`config.mk`:
```
export PLATFORM = sky130hd
export DESIGN_NAME = fpu_rr_scheduler
export DESIGN_NICKNAME = d
export VERILOG_FILES = /design/src/rtl/fpu_rr_scheduler.sv
export SDC_FILE = /design/constraint.sdc
export NUM_CORES = 1
export LEC_CHECK = 0
export CORE_AREA = 2 2 160 162
export DETAILED_ROUTE_END_ITERATION = 10
export DIE_AREA = 0 0 162 164
export SYNTH_ARGS = -nofsm -noshare
export SYNTH_HDL_FRONTEND = slang
export SYNTH_SLANG_ARGS = --single-unit
```
`constraint.sdc`:
```
create_clock -name clk -period 14.6 [get_ports clk]
set_input_delay 4.38 -clock clk [delete_from_list [all_inputs] [get_ports clk]]
set_output_delay 4.38 -clock clk [all_outputs]
set_load 0.05 [all_outputs]
```
`src/rtl/fpu_rr_scheduler.sv`:
```
// fpu_rr_scheduler: shares one fixed-latency fpu between N_REQ requesters.
// A round-robin arbiter issues at most one operation per cycle. A tag pipeline
// as deep as the fpu latency carries each requester id alongside its operation,
// so that every result returns to its originator.
module fpu_rr_scheduler #(
    parameter int N_REQ       = 4,
    parameter int FPU_LATENCY = 3,
    parameter int ID_W        = $clog2(N_REQ)
) (
    input  logic                 clk,
    input  logic                 reset,
    input  logic [N_REQ-1:0]     req_valid,
    output logic [N_REQ-1:0]     req_ready,
    input  logic [32*N_REQ-1:0]  req_a,
    input  logic [32*N_REQ-1:0]  req_b,
    input  logic [2*N_REQ-1:0]   req_op,
    output logic [31:0]          fpu_a,
    output logic [31:0]          fpu_b,
    output logic [1:0]           fpu_op,
    input  logic [31:0]          fpu_o,
    output logic [N_REQ-1:0]     rsp_valid,
    output logic [ID_W-1:0]      rsp_id,
    output logic [31:0]          rsp_data,
    output logic [ID_W+1:0]      in_flight,
    input  logic                 issue_en
);

    // One tag stage per fpu latency edge, plus the stage loaded at issue.
    localparam int STAGES = FPU_LATENCY + 1;

    logic [ID_W-1:0]             ptr;
    logic                        handshake;
    logic [ID_W-1:0]             grantId;
    logic [ID_W:0]               probe;
    logic [ID_W-1:0]             probeId;
    logic [31:0]                 selA;
    logic [31:0]                 selB;
    logic [1:0]                  selOp;
    logic [STAGES-1:0]           tagValid;
    logic [STAGES-1:0][ID_W-1:0] tagId;
    logic                        tailValid;
    logic [ID_W-1:0]             tailId;

    assign tailValid = tagValid[STAGES-1];
    assign tailId    = tagId[STAGES-1];
    assign rsp_data  = fpu_o;

    // Round-robin search starting at ptr; the first valid requester wins.
    always_comb begin
        req_ready = '0;
        handshake = 1'b0;
        grantId   = '0;
        probe     = '0;
        probeId   = '0;
        for (int k = 0; k < N_REQ; k++) begin
            probe = {1'b0, ptr} + (ID_W+1)'(k);
            if (probe >= (ID_W+1)'(N_REQ)) begin
                probe = probe - (ID_W+1)'(N_REQ);
            end
            probeId = probe[ID_W-1:0];
            if (!handshake && req_valid[probeId] && issue_en && !reset) begin
                handshake = 1'b1;
                grantId   = probeId;
            end
        end
        if (handshake) begin
            req_ready[grantId] = 1'b1;
        end
    end

    // Pick the granted requester's operand and opcode slices.
    always_comb begin
        selA  = '0;
        selB  = '0;
        selOp = '0;
        for (int i = 0; i < N_REQ; i++) begin
            if (handshake && grantId == ID_W'(i)) begin
                selA  = req_a[32*i +: 32];
                selB  = req_b[32*i +: 32];
                selOp = req_op[2*i +: 2];
            end
        end
    end

    // Register the granted operation into the fpu and move priority past the winner.
    always_ff @(posedge clk or posedge reset) begin
        if (reset) begin
            fpu_a  <= '0;
            fpu_b  <= '0;
            fpu_op <= '0;
            ptr    <= '0;
        end else if (handshake) begin
            fpu_a  <= selA;
            fpu_b  <= selB;
            fpu_op <= selOp;
            ptr    <= (grantId == ID_W'(N_REQ-1)) ? '0 : grantId + ID_W'(1);
        end
    end

    // Shift the issue tags alongside the fpu so the tail lines up with fpu_o.
    always_ff @(posedge clk or posedge reset) begin
        if (reset) begin
            tagValid <= '0;
            tagId    <= '0;
        end else begin
            tagValid <= {tagValid[STAGES-2:0], handshake};
            tagId    <= {tagId[STAGES-2:0], grantId};
        end
    end

    // Count operations issued but not yet returned.
    always_ff @(posedge clk or posedge reset) begin
        if (reset) begin
            in_flight <= '0;
        end else begin
            case ({handshake, tailValid})
                2'b10:   in_flight <= in_flight + (ID_W+2)'(1);
                2'b01:   in_flight <= in_flight - (ID_W+2)'(1);
                default: in_flight <= in_flight;
            endcase
        end
    end

    // Decode the tail tag into the one-hot response strobe and encoded id.
    always_comb begin
        rsp_valid = '0;
        rsp_id    = '0;
        if (tailValid) begin
            rsp_valid[tailId] = 1'b1;
            rsp_id            = tailId;
        end
    end

endmodule

```
* After elaboration in Yosys (flattened, before gate mapping)
Cells that the tools add are included.
** Operators by class
- Equal/unequal tests :: 5
- Add/sub/neg operators :: 10
- Reduce and logical (&&, ||, !) cells :: 23
- $lt $le $gt $ge :: 12
- Mux-type cells :: 41
** Operator list (number)
- 2-to-1 mux 32 bit :: 8
- 2-to-1 mux 2 bit :: 14
- less-than comparator 2 x 3 -> 1 bit (second input constant) :: 6
- logical AND 1 bit :: 17
- 2-to-1 mux 1 bit :: 10
- greater-or-equal comparator 3 bit (second input constant) :: 3
- binary-select mux 1 bit (select 2 bit) :: 4
- 2-to-1 mux 4 bit :: 2
- one-hot mux 4 bit (2 select lines) :: 1
- subtractor 2 x 1 -> 2 bit (second input constant) :: 4
- adder 2 x 2 -> 3 bit (second input constant) :: 2
- equality test 2 bit (second input constant) :: 3
- adder 4 x 1 -> 4 bit (second input constant) :: 1
- demux 1 bit (select 2 bit) :: 2
- equality test 2 x 1 -> 1 bit (second input constant) :: 2
- greater-or-equal comparator 2 x 1 -> 1 bit (second input constant) :: 2
- logical NOT 1 bit :: 4
- subtractor 4 x 1 -> 4 bit (second input constant) :: 1
- adder 2 x 1 -> 3 bit (second input constant) :: 1
- greater-or-equal comparator 2 x 3 -> 1 bit (second input constant) :: 1
- adder 2 x 1 -> 2 bit (second input constant) :: 1
- logical NOT 2 bit :: 1
- nonzero test 2 bit :: 1
** Word-level totals
- Register bits :: 84
- Output and inout bits :: 112
- Logic and storage cells :: 101

* Depth between registers and ports, before layout
- Depth after elaboration :: 28
- Depth in mapped cells :: 14
- Depth with buffers taken out :: 11

* Worst setup path before layout
OpenSTA, ideal clock, no wires.
- Kind :: input port to output port
- From :: input port reset
- To :: output port req_ready[3]
- Arrival time :: 8.553 ns
- Path slack :: 1.667 ns
- Path buffers :: 2
- Data required time :: 10.220 ns
- Stages on the path :: 10
- Path through :: inv_1 nand2_1 o31a_1 o32ai_1 o311a_1 ha_1 inv_1 clkbuf_1 clkbuf_1 nor2_1
** On the way
- Word-level cells in the longest chain between the ends :: 23
** Ends and longest elaborated chain
- start: declaration :: line 11 : input logic reset,
- logical NOT 1 bit (no source line) *
- logical AND 1 bit :: line 61 : if (!handshake && req_valid[probeId] && issue_en && !reset) begin
- 2-to-1 mux 1 bit :: line 61
- logical NOT 1 bit :: line 61
- logical AND 1 bit (3 in a row) :: line 61
- 2-to-1 mux 1 bit :: line 61
- logical NOT 1 bit :: line 61
- logical AND 1 bit (3 in a row) :: line 61
- (+2 left out)
- logical AND 1 bit (3 in a row) :: line 61
- 2-to-1 mux 2 bit * :: line 61
- net grantId[1] :: line 33 : logic [ID_W-1:0] grantId;
- less-than comparator 2 x 3 -> 1 bit (not written as such) or greater-or-equal comparator 2 x 1 -> 1 bit (tied branches) :: line 67 : req_ready[grantId] = 1'b1;
- logical AND 1 bit (not written as such) :: line 67
- 2-to-1 mux 1 bit (not written as such) :: line 67
- demux 1 bit (select 2 bit) * :: line 67
- 2-to-1 mux 4 bit * :: line 66 : if (handshake) begin
- end: declaration :: line 13 : output logic [N_REQ-1:0] req_ready,
Mark *: on every way through the listed nets, which the timed path passes. The rest lies on a longest branch.

* Worst setup path in the final report
- From :: input port req_valid[2]
- To :: output port req_ready[2]
** On the way
- Word-level cells in the longest chain between the ends :: 25
** Ends and longest elaborated chain
- start: declaration :: line 12 : input logic [N_REQ-1:0] req_valid,
- binary-select mux 1 bit (select 2 bit) :: line 61
- 2-to-1 mux 1 bit (not written as such) :: line 61
- logical AND 1 bit (2 in a row) :: line 61
- 2-to-1 mux 1 bit :: line 61
- logical NOT 1 bit :: line 61
- logical AND 1 bit (3 in a row) :: line 61
- 2-to-1 mux 1 bit :: line 61
- logical NOT 1 bit :: line 61
- (+4 left out)
- logical NOT 1 bit :: line 61
- logical AND 1 bit (3 in a row) :: line 61
- 2-to-1 mux 2 bit :: line 61
- less-than comparator 2 x 3 -> 1 bit (not written as such) or greater-or-equal comparator 2 x 1 -> 1 bit (tied branches) :: line 67
- logical AND 1 bit (not written as such) :: line 67
- 2-to-1 mux 1 bit (not written as such) :: line 67
- demux 1 bit (select 2 bit) :: line 67
- 2-to-1 mux 4 bit * :: line 66
Mark *: on every way between the ends. The rest lies on a longest branch, timed or not. The select of a mux whose other input is x is not followed.

==> flow_metrics.py <==
metrics = {
    "floorplanning": {
        "dieHeight_um": 164,
        "initial_core_util_pct": 23.33,
        "die_w_um": 162,
        "dieArea_um2": 26570,
        "fp.coreArea_um2": 24820,
        "row_count": 58,
        "io_pins": 415,
    },
    "clocking": {
        "clock_latency_ps": 340,
        "cts_setup_buffers": 0,
        "cts_tree": "yes",
        "post_cts_resized": 0,
        "cts_sinks": 84,
        "ctsHoldBuffers": 0,
        "cts_made_buffers": 9,
        "clockRootBuffer": "clkbuf_16",
        "path_clk_slew_ps": 60,
        "htree_levels": 3,
        "clock_tree.buffer_depth": 2,
    },
    "run": {
        "max_cap_violations": 0,
    },
    "layout": {
        "fill_cells": 2593,
        "fin_util_pct": 38.80,
        "nets": 1301,
        "multiInputGateArea_um2": 3206,
        "design_area_um2": 9630,
        "drive_gt1_share_pct": 10.25,
        "syn_to_final_growth_pct": 66.35,
        "seq_area_um2": 2102,
        "fin_cells": 1326,
    },
    "global_routing": {
        "grt_pass1_wl_mm": 36.06,
        "grt-ovfl-total": 0,
        "antenna_found_initial": 1,
        "grt_use_total_pct": 17.75,
        "grt_pass1_vias": 6232,
        "grt_start_max_net_pins": 68,
    },
    "logic_synthesis": {
        "synth-edff-count": 0,
        "synthFlopType": "dfrtp_1",
        "yosysUniqueCellTypes": 36,
        "synth_top_cell_by_area": "dfrtp_1",
        "syn_inst": 711,
        "yosys_warnings": 0,
        "syn_area_um2": 5789,
        "ys_ff_latch": 84,
        "synth_area_per_cell_um2": 8.142,
        "synth_nets": 1021,
        "netlist.area_leader.share_pct": 36.31,
        "synthTopCellsByArea": "dfrtp_1 36%, a21oi_1 12%, mux2_2 11%",
        "async_flop_share_pct": 100.0,
        "ys_seq_area_share_pct": 36.31,
    },
    "routing": {
        "dr.first_iter.drc_count": 281,
        "wl_per_cell_um": 18.19,
        "vias": 6144,
        "first_pass_iters": 5,
        "drt-total-wl_mm": 24.12,
        "via_per_inst": 4.633,
        "drc": 0,
        "ant_nets": 0,
    },
    "pwr": {
        "leakage_nw": 3.945,
        "power_density_nw_per_um2": 225.6,
        "power.total_mw": 2.173,
        "peakVddDrop_mv": 0.1174,
    },
    "sta": {
        "finalWorstPathRequiredPeriod_ps": 11950,
        "setup_slack_ps": 2653,
        "max-slew-margin-rel_pct": 43.32,
        "period_share_pct": 81.83,
        "worst_pin_slew_ps": 850.2,
        "report.final.slew_viol_count": 0,
        "timing.hold.ws_ps": 347.4,
        "clock.fmax_mhz": 83.70,
        "setup_viol": 0,
        "skew_ps": 5.580,
        "setup_tns_ps": 0,
        "hold_viol": 0,
        "grt_setup_unrepaired": "no",
    },
    "placement": {
        "gp_congestion": 0.7743,
        "portBuffers": 350,
        "place_hpwl_mm": 16.99,
        "dpl_cell_area_um2": 9314,
        "dpl.cell_count": 1310,
        "dpl_worst_slack_ps": 2526,
    },
    "worst_setup_path": {
        "crit_type": "in -> out",
        "cp_data_arrival_time_ps": 7570,
        "critPathLaunchType": "input pin",
        "path_max_fanout": 36,
        "worstPathRequired_ps": 10220,
        "end_kind": "primary output",
    },
    "status": {
        "status": "completed",
    },
    "worst_hold_path": {
        "hp-class": "reg -> reg",
    },
}
## cell type report
cell class | count | share of cell area (%)
Antenna cell | 1 | 0.02598
Clock buffer | 10 | 2.378
Clock inverter | 5 | 0.8835
Inverter | 5 | 0.2339
Multi-Input combinational cell | 532 | 33.29
Sequential cell | 84 | 21.83
Tap cell | 330 | 4.287
Timing Repair Buffer | 359 | 37.08
## worst paths after layout
| check | cells after the start | start | to | slack (ps) |
|---|---|---|---|---|
| min in group asynchronous | 2 | reset | in_flight[3] | 4450 |
| max in group asynchronous | 3 | reset | fpu_b[30] | 9050 |
| min reg2reg | 0 | tagId[3] | tagId[5] | 350 |
| max | 8 | req_valid[2] | req_ready[2] | 2650 |
| min | 0 | tagId[3] | tagId[5] | 350 |
| max reg2reg | 11 | ptr[1] | fpu_b[17] | 10460 |
## power breakdown
| group | leakage [nW] | internal [mW] | switching (mW) |
|---|---|---|---|
| Sequential | 1.03 | 0.346 | 0.0715 |
| Combinational | 2.77 | 0.566 | 0.941 |
| Clock | 0.150 | 0.150 | 0.0985 |
| Total | 3.94 | 1.06 | 1.11 |
## registers in the layout, indices dropped and copies added (netlist names)
signal,cells
fpu_a,32
fpu_op,2
tagValid,4
fpu_b,32
tagId,6
in_flight,4
tailId,2
ptr,2
## routing by layer
layer  vias to the layer above  track usage, %  wire length [um]
met5                         -               0                 0
met4                         0           5.471               533
met3                        34           5.051              1805
met2                       267           30.44             11790
met1                      2838           21.58              9994
li1                       3005               -                 -
## cells in the final DEF, fill, tap and decap left out, types with 3 or more instances in the layout
cell,count
o22ai_1,3
a21oi_1,135
and2_1,4
o21ai_0,69
buf_4,9
nor2_1,74
nand2_1,71
mux2_4,10
nor2b_1,4
nand3b_1,5
clkbuf_16,9
a22oi_1,3
ha_1,3
ha_2,4
dfrtp_1,84
and3_1,64
clkdlybuf4s50_1,350
xor2_1,4
mux2_2,59
## synth_stat cells, types with 3 or more instances
| cell | n |
|---|---|
| mux2_4 | 10 |
| xor2_1 | 4 |
| o22ai_1 | 3 |
| and2_1 | 4 |
| buf_1 | 7 |
| nor2b_1 | 4 |
| inv_1 | 4 |
| nor2_1 | 75 |
| dfrtp_1 | 84 |
| mux2_2 | 59 |
| o21ai_0 | 69 |
| a21oi_1 | 135 |
| a22oi_1 | 3 |
| nand2_1 | 71 |
| and3_1 | 64 |
| buf_4 | 32 |
| buf_2 | 6 |
| nand3b_1 | 5 |
| ha_1 | 7 |
| clkbuf_1 | 43 |
## critical path, stage by stage
cell	delay, ps
clkdlybuf4s50_1	540
nor4b_1	360
a211oi_1	90
o21a_1	230
o21ai_4	250
clkinv_2	560
and2_1	400
clkdlybuf4s50_1	750
## cells by family (layout without fill, tap and decap cells)
group / after synthesis / in the layout / synth area share, %
buffers and inverters: 95 / 379 / 8.623
other: 0 / 1 / 0
muxes: 69 / 69 / 14.07
xor gates and xnor gates: 5 / 5 / 0.7564
adders and majority gates: 7 / 7 / 1.513
DFF: 84 / 84 / 36.31
and+or+nand+nor: 230 / 230 / 18.72
AOI/OAI and AO/OA: 221 / 221 / 20.01
No activity file was read; power rests on OpenSTA's default activity.
